===== src/rtl/ebi_tx_sched.sv =====
// ebi_tx_sched: transmit-side scheduler for the off-die EBI link.
// Round-robin grant among CH_NUM queue heads, one message outstanding,
// retransmit on FAILURE credit up to MAX_RETRY times, sticky link_err on drop.
// Optional credit-wait timeout: define EBI_TX_SCHED_TIMEOUT_EN.
module ebi_tx_sched #(
  parameter int CH_NUM         = 10,
  parameter int CH_ID_W        = 4,
  parameter int MAX_RETRY      = 3,
  parameter int RETRY_W        = 2,
  parameter int TIMEOUT_CYCLES = 256,
  parameter int TIMEOUT_W      = 9
) (
  input  logic               if_clk,
  input  logic               rst,
  input  logic [CH_NUM-1:0]  ch_valid,
  output logic [CH_NUM-1:0]  ch_pop,
  output logic               tx_req,
  output logic [CH_ID_W-1:0] tx_ch_id,
  output logic               tx_retry,
  input  logic               tx_ack,
  input  logic               credit_valid,
  input  logic               credit_success,
  output logic               busy,
  output logic [RETRY_W-1:0] retry_cnt,
  output logic               link_err
);

  typedef enum logic [1:0] {IDLE, SEND, WAIT_CREDIT, DONE} state_t;

  localparam logic [CH_ID_W:0]   CH_NUM_X  = (CH_ID_W+1)'(CH_NUM);
  localparam logic [CH_ID_W-1:0] LAST_ID   = CH_ID_W'(CH_NUM - 1);
  localparam logic [RETRY_W-1:0] MAX_R     = RETRY_W'(MAX_RETRY);

  state_t               state_q, state_d;
  logic [CH_ID_W-1:0]   id_q, id_d;
  logic [CH_ID_W-1:0]   rr_q, rr_d;
  logic [RETRY_W-1:0]   retry_q, retry_d;
  logic                 tx_retry_q, tx_retry_d;
  logic                 err_q, err_d;
  logic                 grant_vld;
  logic [CH_ID_W-1:0]   grant_id;
  logic                 tmo_exp;
  logic                 fail;

  // Cyclic search from rr_q; iterating downward leaves the nearest hit last.
  always_comb begin
    logic [CH_ID_W:0] idx;
    grant_vld = 1'b0;
    grant_id  = '0;
    idx       = '0;
    for (int k = CH_NUM - 1; k >= 0; k--) begin
      idx = {1'b0, rr_q} + (CH_ID_W+1)'(k);
      if (idx >= CH_NUM_X) idx = idx - CH_NUM_X;
      if (ch_valid[idx[CH_ID_W-1:0]]) begin
        grant_vld = 1'b1;
        grant_id  = idx[CH_ID_W-1:0];
      end
    end
  end

`ifdef EBI_TX_SCHED_TIMEOUT_EN
  logic [TIMEOUT_W-1:0] tmo_q;

  // Credit-wait counter: held at zero outside WAIT_CREDIT, so it restarts on every entry.
  always_ff @(posedge if_clk) begin
    if (rst || state_q != WAIT_CREDIT) tmo_q <= '0;
    else                               tmo_q <= tmo_q + 1'b1;
  end

  assign tmo_exp = (state_q == WAIT_CREDIT) && (tmo_q == TIMEOUT_W'(TIMEOUT_CYCLES - 1));
`else
  assign tmo_exp = 1'b0;
`endif

  // A real credit always wins over a coincident timeout.
  assign fail = credit_valid ? ~credit_success : tmo_exp;

  // State and context registers.
  always_ff @(posedge if_clk) begin
    if (rst) begin
      state_q    <= IDLE;
      id_q       <= '0;
      rr_q       <= '0;
      retry_q    <= '0;
      tx_retry_q <= 1'b0;
      err_q      <= 1'b0;
    end else begin
      state_q    <= state_d;
      id_q       <= id_d;
      rr_q       <= rr_d;
      retry_q    <= retry_d;
      tx_retry_q <= tx_retry_d;
      err_q      <= err_d;
    end
  end

  // Next-state logic: grant, send handshake, credit resolution, pop.
  always_comb begin
    state_d    = state_q;
    id_d       = id_q;
    rr_d       = rr_q;
    retry_d    = retry_q;
    tx_retry_d = tx_retry_q;
    err_d      = err_q;
    case (state_q)
      IDLE: begin
        if (grant_vld) begin
          id_d       = grant_id;
          retry_d    = '0;
          tx_retry_d = 1'b0;
          state_d    = SEND;
        end
      end
      SEND: begin
        if (tx_ack) state_d = WAIT_CREDIT;
      end
      WAIT_CREDIT: begin
        if (credit_valid && credit_success) begin
          state_d = DONE;
        end else if (fail) begin
          if (retry_q < MAX_R) begin
            retry_d    = retry_q + 1'b1;
            tx_retry_d = 1'b1;
            state_d    = SEND;
          end else begin
            err_d   = 1'b1;
            state_d = DONE;
          end
        end
      end
      DONE: begin
        rr_d    = (id_q == LAST_ID) ? '0 : id_q + 1'b1;
        state_d = IDLE;
      end
      default: state_d = IDLE;
    endcase
  end

  assign tx_req    = (state_q == SEND);
  assign busy      = (state_q != IDLE);
  assign tx_ch_id  = id_q;
  assign tx_retry  = tx_retry_q;
  assign retry_cnt = retry_q;
  assign link_err  = err_q;
  assign ch_pop    = (state_q == DONE) ? ({{(CH_NUM-1){1'b0}}, 1'b1} << id_q) : '0;

endmodule


===== config.mk =====
export PLATFORM = sky130hd
export DESIGN_NAME = ebi_tx_sched
export DESIGN_NICKNAME = d
export VERILOG_FILES = /design/src/rtl/ebi_tx_sched.sv
export SDC_FILE = /design/constraint.sdc
export NUM_CORES = 1
export LEC_CHECK = 0
export ABC_AREA = 1
export BUFFER_PORTS_ARGS = -buffer_cell sky130_fd_sc_hd__buf_2
export CORE_ASPECT_RATIO = 0.9
export CORE_MARGIN = 3
export CORE_UTILIZATION = 37
export DETAILED_ROUTE_END_ITERATION = 12
export PLACE_DENSITY_LB_ADDON = 0.12
export REMOVE_ABC_BUFFERS = 1
export SKIP_LAST_GASP = 1
export SYNTH_ARGS = -nofsm -noshare
export SYNTH_HDL_FRONTEND = slang
export SYNTH_SLANG_ARGS = --single-unit

===== constraint.sdc =====
create_clock -name if_clk -period 7.2 [get_ports if_clk]
set_input_delay 0.72 -clock if_clk [delete_from_list [all_inputs] [get_ports if_clk]]
set_output_delay 0.72 -clock if_clk [all_outputs]
set_load 0.1 [all_outputs]

==> results of run 1 <==
## logic make-up after synthesis
kind of cell | share of synthesized area
buffers and inverters | 0.128
XOR/XNOR | 0.0316
adder cells (fa/ha/maj) | 0.112
AND/OR/NAND/NOR | 0.466
multiplexers | 0.00351
flip-flops | 0.0874
AO/OA/AOI/OAI | 0.172
## final timing paths
kind	slack [ns]	endpoint	cells after the start	from
worst max-delay path	2.92	retry_cnt[0]	20	rr_q[1]
worst min register to register	0.46	link_err	2	link_err
worst max register to register	2.92	retry_cnt[0]	20	rr_q[1]
worst min-delay path	0.46	link_err	2	link_err
## routing by layer
layer	up-vias	part of all wire	wire [um]	GRT usage
met5	-	0	0	0
met4	0	0.0055	52	0.0210
met3	6	0.072	674	0.0323
met2	96	0.42	3940	0.290
met1	1621	0.50	4750	0.296
li1	1865	-	-	-
## stage by stage
step	setup WS (ns)	utilization
after floorplan	3.07	-
after global placement	3.10	0.420
after detailed placement	2.95	0.420
after CTS	2.93	0.427
after global routing	2.49	0.427
final	2.92	0.427
## power by group through the flow
stage          sequential, mW  combinational, mW  clock, mW
6_report               0.0912              0.296     0.0783
5_1_grt                0.0925              0.331     0.0849
4_1_cts                0.0910              0.294     0.0814
3_5_place_dp           0.0926              0.293          0
3_3_place_gp           0.0926              0.292          0
2_1_floorplan           0.118              0.205          0
## final cells by class
type / count / area share
Tap cell: 115 / 0.0410
Clock buffer: 4 / 0.0157
Sequential cell: 14 / 0.0798
Inverter: 89 / 0.0965
Multi-Input combinational cell: 454 / 0.716
Timing Repair Buffer: 35 / 0.0506
## cells in the final DEF (no fill, tap or decap), types with 5 or more instances in the layout
cell type / netlist / layout
nand4_1: 8 / 8
nor2_1: 40 / 40
o211ai_1: 6 / 6
nor2_2: 6 / 6
nand2_2: 26 / 26
dfxtp_1: 14 / 14
ha_1: 27 / 27
inv_1: 76 / 76
buf_2: 2 / 34
o21ai_0: 22 / 22
nand2_1: 181 / 181
o21ai_1: 12 / 12
a21oi_1: 23 / 23
nand3_1: 50 / 50
inv_2: 10 / 10
xor2_1: 6 / 6
a21oi_2: 5 / 5
## critical path, cell delays in order (launching register included)
cell,delay [ns]
dfxtp_1,0.78
inv_1,0.38
ha_1,0.65
clkinv_1,0.38
ha_1,0.35
nand2_1,0.10
nand2_1,0.08
nand2_2,0.09
nand2_1,0.07
nand2_2,0.09
inv_2,0.06
nor2_2,0.09
nor3_2,0.05
a31oi_2,0.20
o21ai_4,0.11
nor2_2,0.17
nand3_2,0.09
nand2_2,0.20
nand2_1,0.08
a21o_1,0.15
inv_1,0.04
## sequential cells by signal, summed over array words and instances, names as in the netlist
signal	flops
retry_cnt	2
rr_q	4
tx_ch_id	4
state_q	2
link_err	1
tx_retry	1
==> impl_metrics.py, run 1 <==
metrics = {
    "route": {
        "drtAntennaViolNets": 0,
        "num_vias": 3588,
        "via_per_inst": 5.05,
        "wl_um": 9420,
        "first_iter_violations": 235,
        "wire_per_inst_um": 13.2,
        "drc": 0,
        "dr.pass1.iters": 5,
    },
    "sta": {
        "rsz0062_at_grt": "false",
        "setup_tns_ns": 0,
        "whs_ns": 0.461,
        "min_period_over_period": 0.595,
        "finalCriticalPeriod_ns": 4.28,
        "fmax_mhz": 233,
        "slew_violations": 0,
        "fin_worst_skew_ns": 0.00385,
        "slew_headroom": 0.521,
        "setup_viol": 0,
        "tightest_slew_ns": 0.714,
        "hold_viol_final": 0,
    },
    "power": {
        "intPower_mw": 0.215,
        "powerDensity_nw_per_um2": 132,
        "power_frac_clock": 0.168,
        "p_total_mw": 0.465,
        "vdd.ir_drop.worst_mv": 0.0786,
        "sw_frac_of_total": 0.539,
        "p_leak_nw": 1.82,
        "netSwitchingPower_mw": 0.251,
        "p_seq_frac": 0.196,
        "combinationalPowerShare": 0.636,
    },
    "global_routing": {
        "grt_first_pass_wirelength_um": 15600,
        "grt_pass1_vias": 3167,
        "antenna_found_initial": 0,
        "overflow": 0,
        "groute.usage.overall": 0.193,
        "grt_max_degree": 34,
    },
    "placed_design": {
        "place_inst": 707,
        "hpwlAfterDp_um": 7790,
        "gp_congestion": 0.919,
        "place_area_um2": 3460,
        "portBuffers": 34,
    },
    "clock_network": {
        "hold_buffers": 0,
        "cts_made_buffers": 3,
        "h-tree-depth": 1,
        "cts.sink_count": 14,
        "path_clk_slew_ns": 0.06,
        "tritoncts": "built",
        "cts-root-buf": "clkbuf_8",
        "clock_latency_ns": 0.25,
        "clk_path_buf_depth": 2,
        "cts-resized-gates": 0,
        "postCtsSetupBuffers": 0,
    },
    "synth": {
        "synth.most_common_cell": "nand2_1",
        "synthArstFlopShare": 0,
        "synth_top_cells_by_area": "nand2_1 21%, ha_1 11%, inv_1 8.9%",
        "ys_types": 51,
        "ys_seq_area_frac": 0.0874,
        "synthCells": 566,
        "synth_enable_flop_cells": 0,
        "synth_flop_cell": "dfxtp_1",
        "synth_top_area_frac": 0.212,
        "ys_seq_elements": 14,
        "synth_area_leader_cell": "nand2_1",
        "netlist_area_um2": 3210,
        "syn_area_per_cell_um2": 5.66,
        "synthTopCellsByCount": "181 x nand2_1, 76 x inv_1, 50 x nand3_1, 40 x nor2_1, 27 x ha_1",
        "ys_warn_count": 0,
    },
    "final_layout": {
        "antenna_cells": 0,
        "seq_area_um2": 280,
        "instances_no_fill": 711,
        "nNetsFinal": 640,
        "syn_to_final_growth_pct": 9.56,
        "n_fill_cell": 908,
        "design_area_um2": 3510,
        "drive_above_1_share": 0.190,
        "multi_input_area_um2": 2520,
    },
    "flow_run": {
        "maxCapViolCount": 0,
    },
    "outcome": {
        "status": "completed",
    },
    "critical_path": {
        "endpoint_kind": "flop",
        "critical_path_class": "reg -> reg",
        "worstPathRequired_ns": 7.40,
        "critPathLaunchType": "flop",
        "crit_fanout": 17,
        "arrival_ns": 4.48,
    },
    "floorplanning": {
        "core_um2": 8220,
        "row_count": 31,
        "die_area_um2": 9820,
        "ios": 35,
        "start_util": 0.390,
        "die_w_um": 104,
        "fp.dieH_um": 94.3,
    },
    "min_path": {
        "worstHoldPathType": "reg -> reg",
    },
}
(Power assumes the default switching activity.)
==> run 2, diff against run 1 <==
--- a/config.mk
+++ b/config.mk
@@ -5,7 +5,7 @@
 export SDC_FILE = /design/constraint.sdc
 export NUM_CORES = 1
 export LEC_CHECK = 0
-export ABC_AREA = 1
+export ABC_AREA = 0
 export BUFFER_PORTS_ARGS = -buffer_cell sky130_fd_sc_hd__buf_2
 export CORE_ASPECT_RATIO = 0.9
 export CORE_MARGIN = 3
==> constraint.sdc (replaced) <==
create_clock -name if_clk -period 3.6 [get_ports if_clk]
set_input_delay 0.36 -clock if_clk [delete_from_list [all_inputs] [get_ports if_clk]]
set_output_delay 0.36 -clock if_clk [all_outputs]
set_load 0.1 [all_outputs]
==> run 2 against run 1 <==
  * Setup slack worse by 2.8 ns
  * Fmax is 23% higher
  * Cell area is 32% higher
  * Core utilization is 3.9 points higher
  * Via count is 22% higher
  * Critical endpoint is now tx_ch_id[2]
  * Non-clock buffer count is 51 higher
  * Combinational power is 92% higher
  * Flip-flop and latch count stayed put
==> impl_metrics.py, run 2 <==
metrics = {
    "outcome": {
        "status": "completed",
    },
    "critical_path": {
        "r2r_slack_ns": 0.13,
        "crit_fanout": 6,
        "worstPathRequired_ns": 3.74,
        "max_stage_delay_ns": 0.53,
        "arrival_ns": 3.61,
        "crit_chain": "buf_4 -> ha_1 -> xor2_4 -> buf_4 -> ha_1 -> mux4_2 -> o211ai_2 -> o31a_2 -> mux2_4 -> a211oi_2 -> a211oi_2 -> o221a_1",
        "r2r_end": "tx_ch_id[2]",
        "critical_path_class": "reg -> reg",
        "critPathSlowestCell": "mux4_2",
        "endpoint_kind": "flop",
        "critPathLaunchType": "flop",
        "rr_worst_depth": 12,
        "reg2reg_from": "rr_q[0]",
    },
    "final_layout": {
        "antenna_cells": 0,
        "n_fill_cell": 1006,
        "seq_area_um2": 282,
        "final_cell_mix": "52 x buf_4, 42 x nor2_1, 35 x nand2_1",
        "multi_input_area_um2": 3440,
        "final_common_cell": "buf_4",
        "instances_no_fill": 701,
        "drive_above_1_share": 0.278,
        "fin_util": 0.466,
        "nNetsFinal": 619,
        "syn_to_final_growth_pct": 19.3,
    },
    "flow_run": {
        "maxCapViolCount": 0,
    },
    "placed_design": {
        "hpwlAfterDp_um": 11400,
        "portBuffers": 34,
        "place_inst": 696,
        "dpl_worst_slack_ns": 0.00319,
        "gp_congestion": 1.02,
    },
    "clock_network": {
        "path_clk_slew_ns": 0.05,
        "cts_made_buffers": 3,
        "cts-root-buf": "clkbuf_16",
        "hold_buffers": 0,
        "h-tree-depth": 1,
        "clk_path_buf_depth": 2,
        "tritoncts": "built",
        "clock_latency_ns": 0.25,
        "cts.sink_count": 14,
    },
    "route": {
        "first_iter_violations": 365,
        "wl_um": 14200,
        "drtAntennaViolNets": 0,
        "drc": 0,
        "via_per_inst": 6.23,
        "dr.pass1.iters": 6,
        "num_vias": 4366,
        "wire_per_inst_um": 20.2,
    },
    "synth": {
        "synth_enable_flop_cells": 0,
        "synth_area_leader_cell": "ha_1",
        "synth.most_common_cell": "nor2_1",
        "synth_top_cells_by_area": "ha_1 8.7%, dfxtp_1 7.2%, mux2i_1 4.7%",
        "synth_flop_cell": "dfxtp_1",
        "synthArstFlopShare": 0,
        "ys_seq_elements": 14,
        "syn_area_per_cell_um2": 7.61,
        "synthCells": 509,
        "ys_warn_count": 0,
        "synth_top_area_frac": 0.0872,
        "ys_types": 99,
        "ys_seq_area_frac": 0.0724,
        "synthTopCellsByCount": "42 x nor2_1, 35 x nand2_1, 34 x a21oi_1, 27 x ha_1, 24 x o21ai_0",
        "netlist_area_um2": 3870,
    },
    "floorplanning": {
        "row_count": 34,
        "die_area_um2": 11700,
        "ios": 35,
        "fp.dieH_um": 103,
        "core_um2": 9910,
        "die_w_um": 114,
        "start_util": 0.391,
    },
    "min_path": {
        "min_from": "tx_ack",
        "worstHoldPathType": "in -> reg",
        "min_to": "state_q[1]",
        "min_path_cells": 3,
    },
    "sta": {
        "fmax_mhz": 288,
        "fin_worst_skew_ns": 0.00372,
        "min_period_over_period": 0.964,
        "finalCriticalPeriod_ns": 3.47,
        "setup_tns_ns": 0,
        "slew_headroom": 0.574,
        "worst_slack_ns": 0.131,
        "slew_violations": 0,
        "hold_viol_final": 0,
        "whs_ns": 0.360,
        "setup_viol": 0,
        "tightest_slew_ns": 0.634,
    },
    "global_routing": {
        "use_met3": 0.0270,
        "grt_first_pass_wirelength_um": 21600,
        "overflow": 0,
        "grt_pass1_vias": 3889,
        "groute.usage.overall": 0.231,
        "grt_max_degree": 28,
        "gr-max-usage-layer": "met2",
        "met1_usage": 0.345,
        "antenna_found_initial": 0,
        "grt_use_met2": 0.367,
    },
    "power": {
        "powerDensity_nw_per_um2": 215,
        "p_leak_nw": 1.91,
        "vdd.ir_drop.worst_mv": 0.212,
    },
}
==> run 2: worst max path at each step <==
stage / startpoint / to
floorplan: rr_q[0] / tx_ch_id[2]
global placement: rr_q[2] / tx_ch_id[0]
detailed placement: rr_q[2] / tx_ch_id[0]
CTS: rr_q[1] / tx_ch_id[2]
global route: rr_q[1] / tx_ch_id[2]
finish: rr_q[0] / tx_ch_id[2]
==> run 2: what timing repair did <==
action	CTS	global route
resized for setup	1	16
pin swaps	0	4
cloned	0	0
endpoints found under the setup margin	2	8
setup buffers	0	1
==> run 2: layout make-up <==
class	instances	area share
Sequential cell	14	0.0609
Multi-Input combinational cell	448	0.746
Inverter	23	0.0187
Timing Repair Buffer	86	0.121
Tap cell	126	0.0341
Clock buffer	4	0.0192
==> run 2: layer usage <==
| layer | share of wire | wire [um] |
|---|---|---|
| met5 | 0 | 0 |
| met2 | 0.44 | 6300 |
| met3 | 0.067 | 952 |
| met4 | 0.0060 | 85 |
| met1 | 0.48 | 6830 |
==> run 2: critical path: cells and delay by family, from the launching register on <==
family                     cells  cell delay, ns
muxes                          2            0.85
buffers and inverters          2            0.33
AOI/OAI and AO/OA              5            1.02
DFF                            1            0.32
adders and majority gates      2            0.61
xor gates and xnor gates       1            0.20
==> run 2: through the flow <==
step	total power, mW	instance area [um2]
floorplan	0.564	3740
global route	1.04	4620
global placement	0.719	4450
detailed placement	0.721	4450
CTS	0.966	4540
finish	0.993	4620
==> run 2: cell families after synthesis <==
family | count (synthesis) | synth area share
multiplexers | 35 | 0.108
buffers and inverters | 47 | 0.0572
adder cells (fa/ha/maj) | 28 | 0.0924
AO/OA/AOI/OAI | 183 | 0.364
flip-flops | 14 | 0.0724
XOR/XNOR | 13 | 0.0381
AND/OR/NAND/NOR | 189 | 0.268
==> run 2: power by group <==
group | internal [mW] | switching [mW] | total (mW) | leakage, nW
clock | 0.169 | 0.0758 | 0.245 | 0.0442
sequential | 0.163 | 0.0153 | 0.179 | 0.114
combinational | 0.213 | 0.356 | 0.569 | 1.75
total | 0.546 | 0.447 | 0.993 | 1.91
==> run 3, diff against run 2 <==
--- a/config.mk
+++ b/config.mk
@@ -7,7 +7,6 @@
 export LEC_CHECK = 0
 export ABC_AREA = 0
 export BUFFER_PORTS_ARGS = -buffer_cell sky130_fd_sc_hd__buf_2
-export CORE_ASPECT_RATIO = 0.9
 export CORE_MARGIN = 3
 export CORE_UTILIZATION = 37
 export DETAILED_ROUTE_END_ITERATION = 12
==> run 3 against run 2 <==
  * Non-clock buffer count increased by 8
  * Core utilization increased by 0.96 points
  * Sequential share of layout area decreased by 0.15 points
  * Fmax increased by 0.95%
  * Die area about the same
  * Total power decreased by 7.0%
  * Flip-flop and latch count unchanged
  * Combinational power increased by 3.5%
  * Via count increased by 1.7%
  * Setup slack improved by 0.033 ns
  * Hold slack improved by 0.016 ns
  * First-iteration DRC count decreased by 7.7%
  * Critical path type unchanged
  * Critical endpoint is now tx_ch_id[0]
  * Highest routed layer unchanged
==> impl_metrics.py, run 3 (same netlist as run 2, synthesis figures left out) <==
metrics = {
    "critical_path": {
        "max_stage_delay_ns": 0.47,
        "critical_path_class": "reg -> reg",
        "crit_fanout": 6,
        "endpoint_kind": "flop",
        "worstPathRequired_ns": 3.74,
        "critPathLaunchType": "flop",
        "crit_chain": "inv_1 -> buf_4 -> ha_2 -> inv_1 -> fa_2 -> or3_1 -> and2_4 -> a2111oi_4 -> buf_4 -> a31oi_1 -> nand2b_1 -> a311o_1 -> o2111ai_1 -> a41o_1",
        "critPathSlowestCell": "a2111oi_4",
        "arrival_ns": 3.58,
    },
    "route": {
        "drc": 0,
        "wl_met3_um": 1040,
        "routed-wl-met2_um": 6350,
        "wl_um": 14300,
        "wire_per_inst_um": 19.9,
        "drtAntennaViolNets": 0,
        "num_vias": 4441,
        "via_per_inst": 6.20,
        "first_iter_violations": 337,
        "drt-met1-wl_um": 6500,
        "dr.pass1.iters": 8,
        "highest_layer": "met4",
    },
    "sta": {
        "fin_worst_skew_ns": 0.00202,
        "tightest_slew_ns": 0.489,
        "slew_headroom": 0.665,
        "hold_viol_final": 0,
        "rsz0062_at_grt": "false",
        "min_period_over_period": 0.955,
        "fmax_mhz": 291,
        "finalCriticalPeriod_ns": 3.44,
        "slew_violations": 0,
        "setup_viol": 0,
    },
    "final_layout": {
        "nNetsFinal": 627,
        "fin_util": 0.476,
        "final_common_cell": "buf_4",
        "drive_above_1_share": 0.293,
        "instances_no_fill": 716,
        "final_cell_mix": "59 x buf_4, 41 x nor2_1, 34 x nand2_1, 34 x buf_2, 31 x a21oi_1",
        "syn_to_final_growth_pct": 22.3,
        "antenna_cells": 0,
        "design_area_um2": 4730,
        "n_fill_cell": 1005,
    },
    "floorplanning": {
        "start_util": 0.389,
        "die_area_um2": 11700,
        "row_count": 36,
        "ios": 35,
        "die_w_um": 108,
        "core_um2": 9950,
        "fp.dieH_um": 108,
    },
    "global_routing": {
        "antenna_found_initial": 0,
        "overflow": 0,
        "grt_pass1_vias": 4204,
        "grt_first_pass_wirelength_um": 22400,
        "grt_max_degree": 28,
        "groute.usage.overall": 0.241,
    },
    "placed_design": {
        "gp_congestion": 1.06,
        "portBuffers": 34,
        "place_inst": 711,
        "place_area_um2": 4530,
        "hpwlAfterDp_um": 11600,
    },
    "power": {
        "vdd.ir_drop.worst_mv": 0.138,
        "p_total_mw": 0.924,
        "p_leak_nw": 1.94,
        "powerDensity_nw_per_um2": 195,
    },
    "outcome": {
        "status": "completed",
    },
    "min_path": {
        "worstHoldPathType": "in -> reg",
    },
    "clock_network": {
        "clock_latency_ns": 0.25,
        "path_clk_slew_ns": 0.06,
        "cts_made_buffers": 3,
        "h-tree-depth": 1,
        "tritoncts": "built",
        "cts-root-buf": "clkbuf_8",
        "cts.sink_count": 14,
        "clk_path_buf_depth": 2,
    },
    "flow_run": {
        "maxCapViolCount": 0,
    },
}
[run 3: cell types whose count changed in the layout (fill, tap and decap cells not counted), sizes merged]
| cell | previous run | this run |
|---|---|---|
| buf | 86 | 94 |
[run 3: area by class of cell]
type	instances	area (um2)	area share
repair buffers	94	633	0.134
multi-input cells	448	3510	0.742
clock buffers	4	55.1	0.0116
flip-flops and latches	14	282	0.0595
well taps	133	166	0.0351
inverters	23	86.3	0.0182
[run 3: critical path, delay by kind of cell, from the launching register on]
kind | cells | cell delay [ns]
and+or+nand+nor | 3 | 0.79
AOI/OAI and AO/OA | 5 | 1.07
DFF | 1 | 0.33
adders and majority gates | 2 | 0.59
buffers and inverters | 4 | 0.54
[run 3: where the power goes]
| group | switching, mW | internal (mW) |
|---|---|---|
| Sequential | 0.0148 | 0.163 |
| Combinational | 0.363 | 0.226 |
| Clock | 0.0596 | 0.0969 |
[run 3: worst paths after layout]
check / start / slack (ns) / depth (start not counted) / end
max: rr_q[1] / 0.16 / 14 / tx_ch_id[0]
max reg2reg: rr_q[1] / 0.16 / 14 / tx_ch_id[0]
min: tx_ack / 0.38 / 3 / state_q[1]
min reg2reg: tx_retry / 0.48 / 2 / tx_retry
[run 3: routing by layer]
layer  global-route usage  vias up
met2                0.376      169
met3               0.0460       34
met5                    0        -
met1                0.337     2118
li1                     -     2120
met4               0.0694        0
[run 3: repair_timing]
item	4_1_cts	5_1_grt
pin swaps	0	8
endpoints found under the setup margin	1	8
hold buffers	0	0
setup buffers	0	1
resized for setup	1	27
[run 3: through the flow]
stage / hold WS (ns) / TNS (ns) / worst slack (ns)
6_report: 0.376 / 0 / 0.164
3_5_place_dp: 0.476 / 0 / 0.0187
5_1_grt: 0.374 / 0 / 0.00335
4_1_cts: 0.373 / 0 / 0.0834
3_3_place_gp: 0.462 / 0 / 0.00842
2_1_floorplan: 0.429 / -9.95 / -0.998
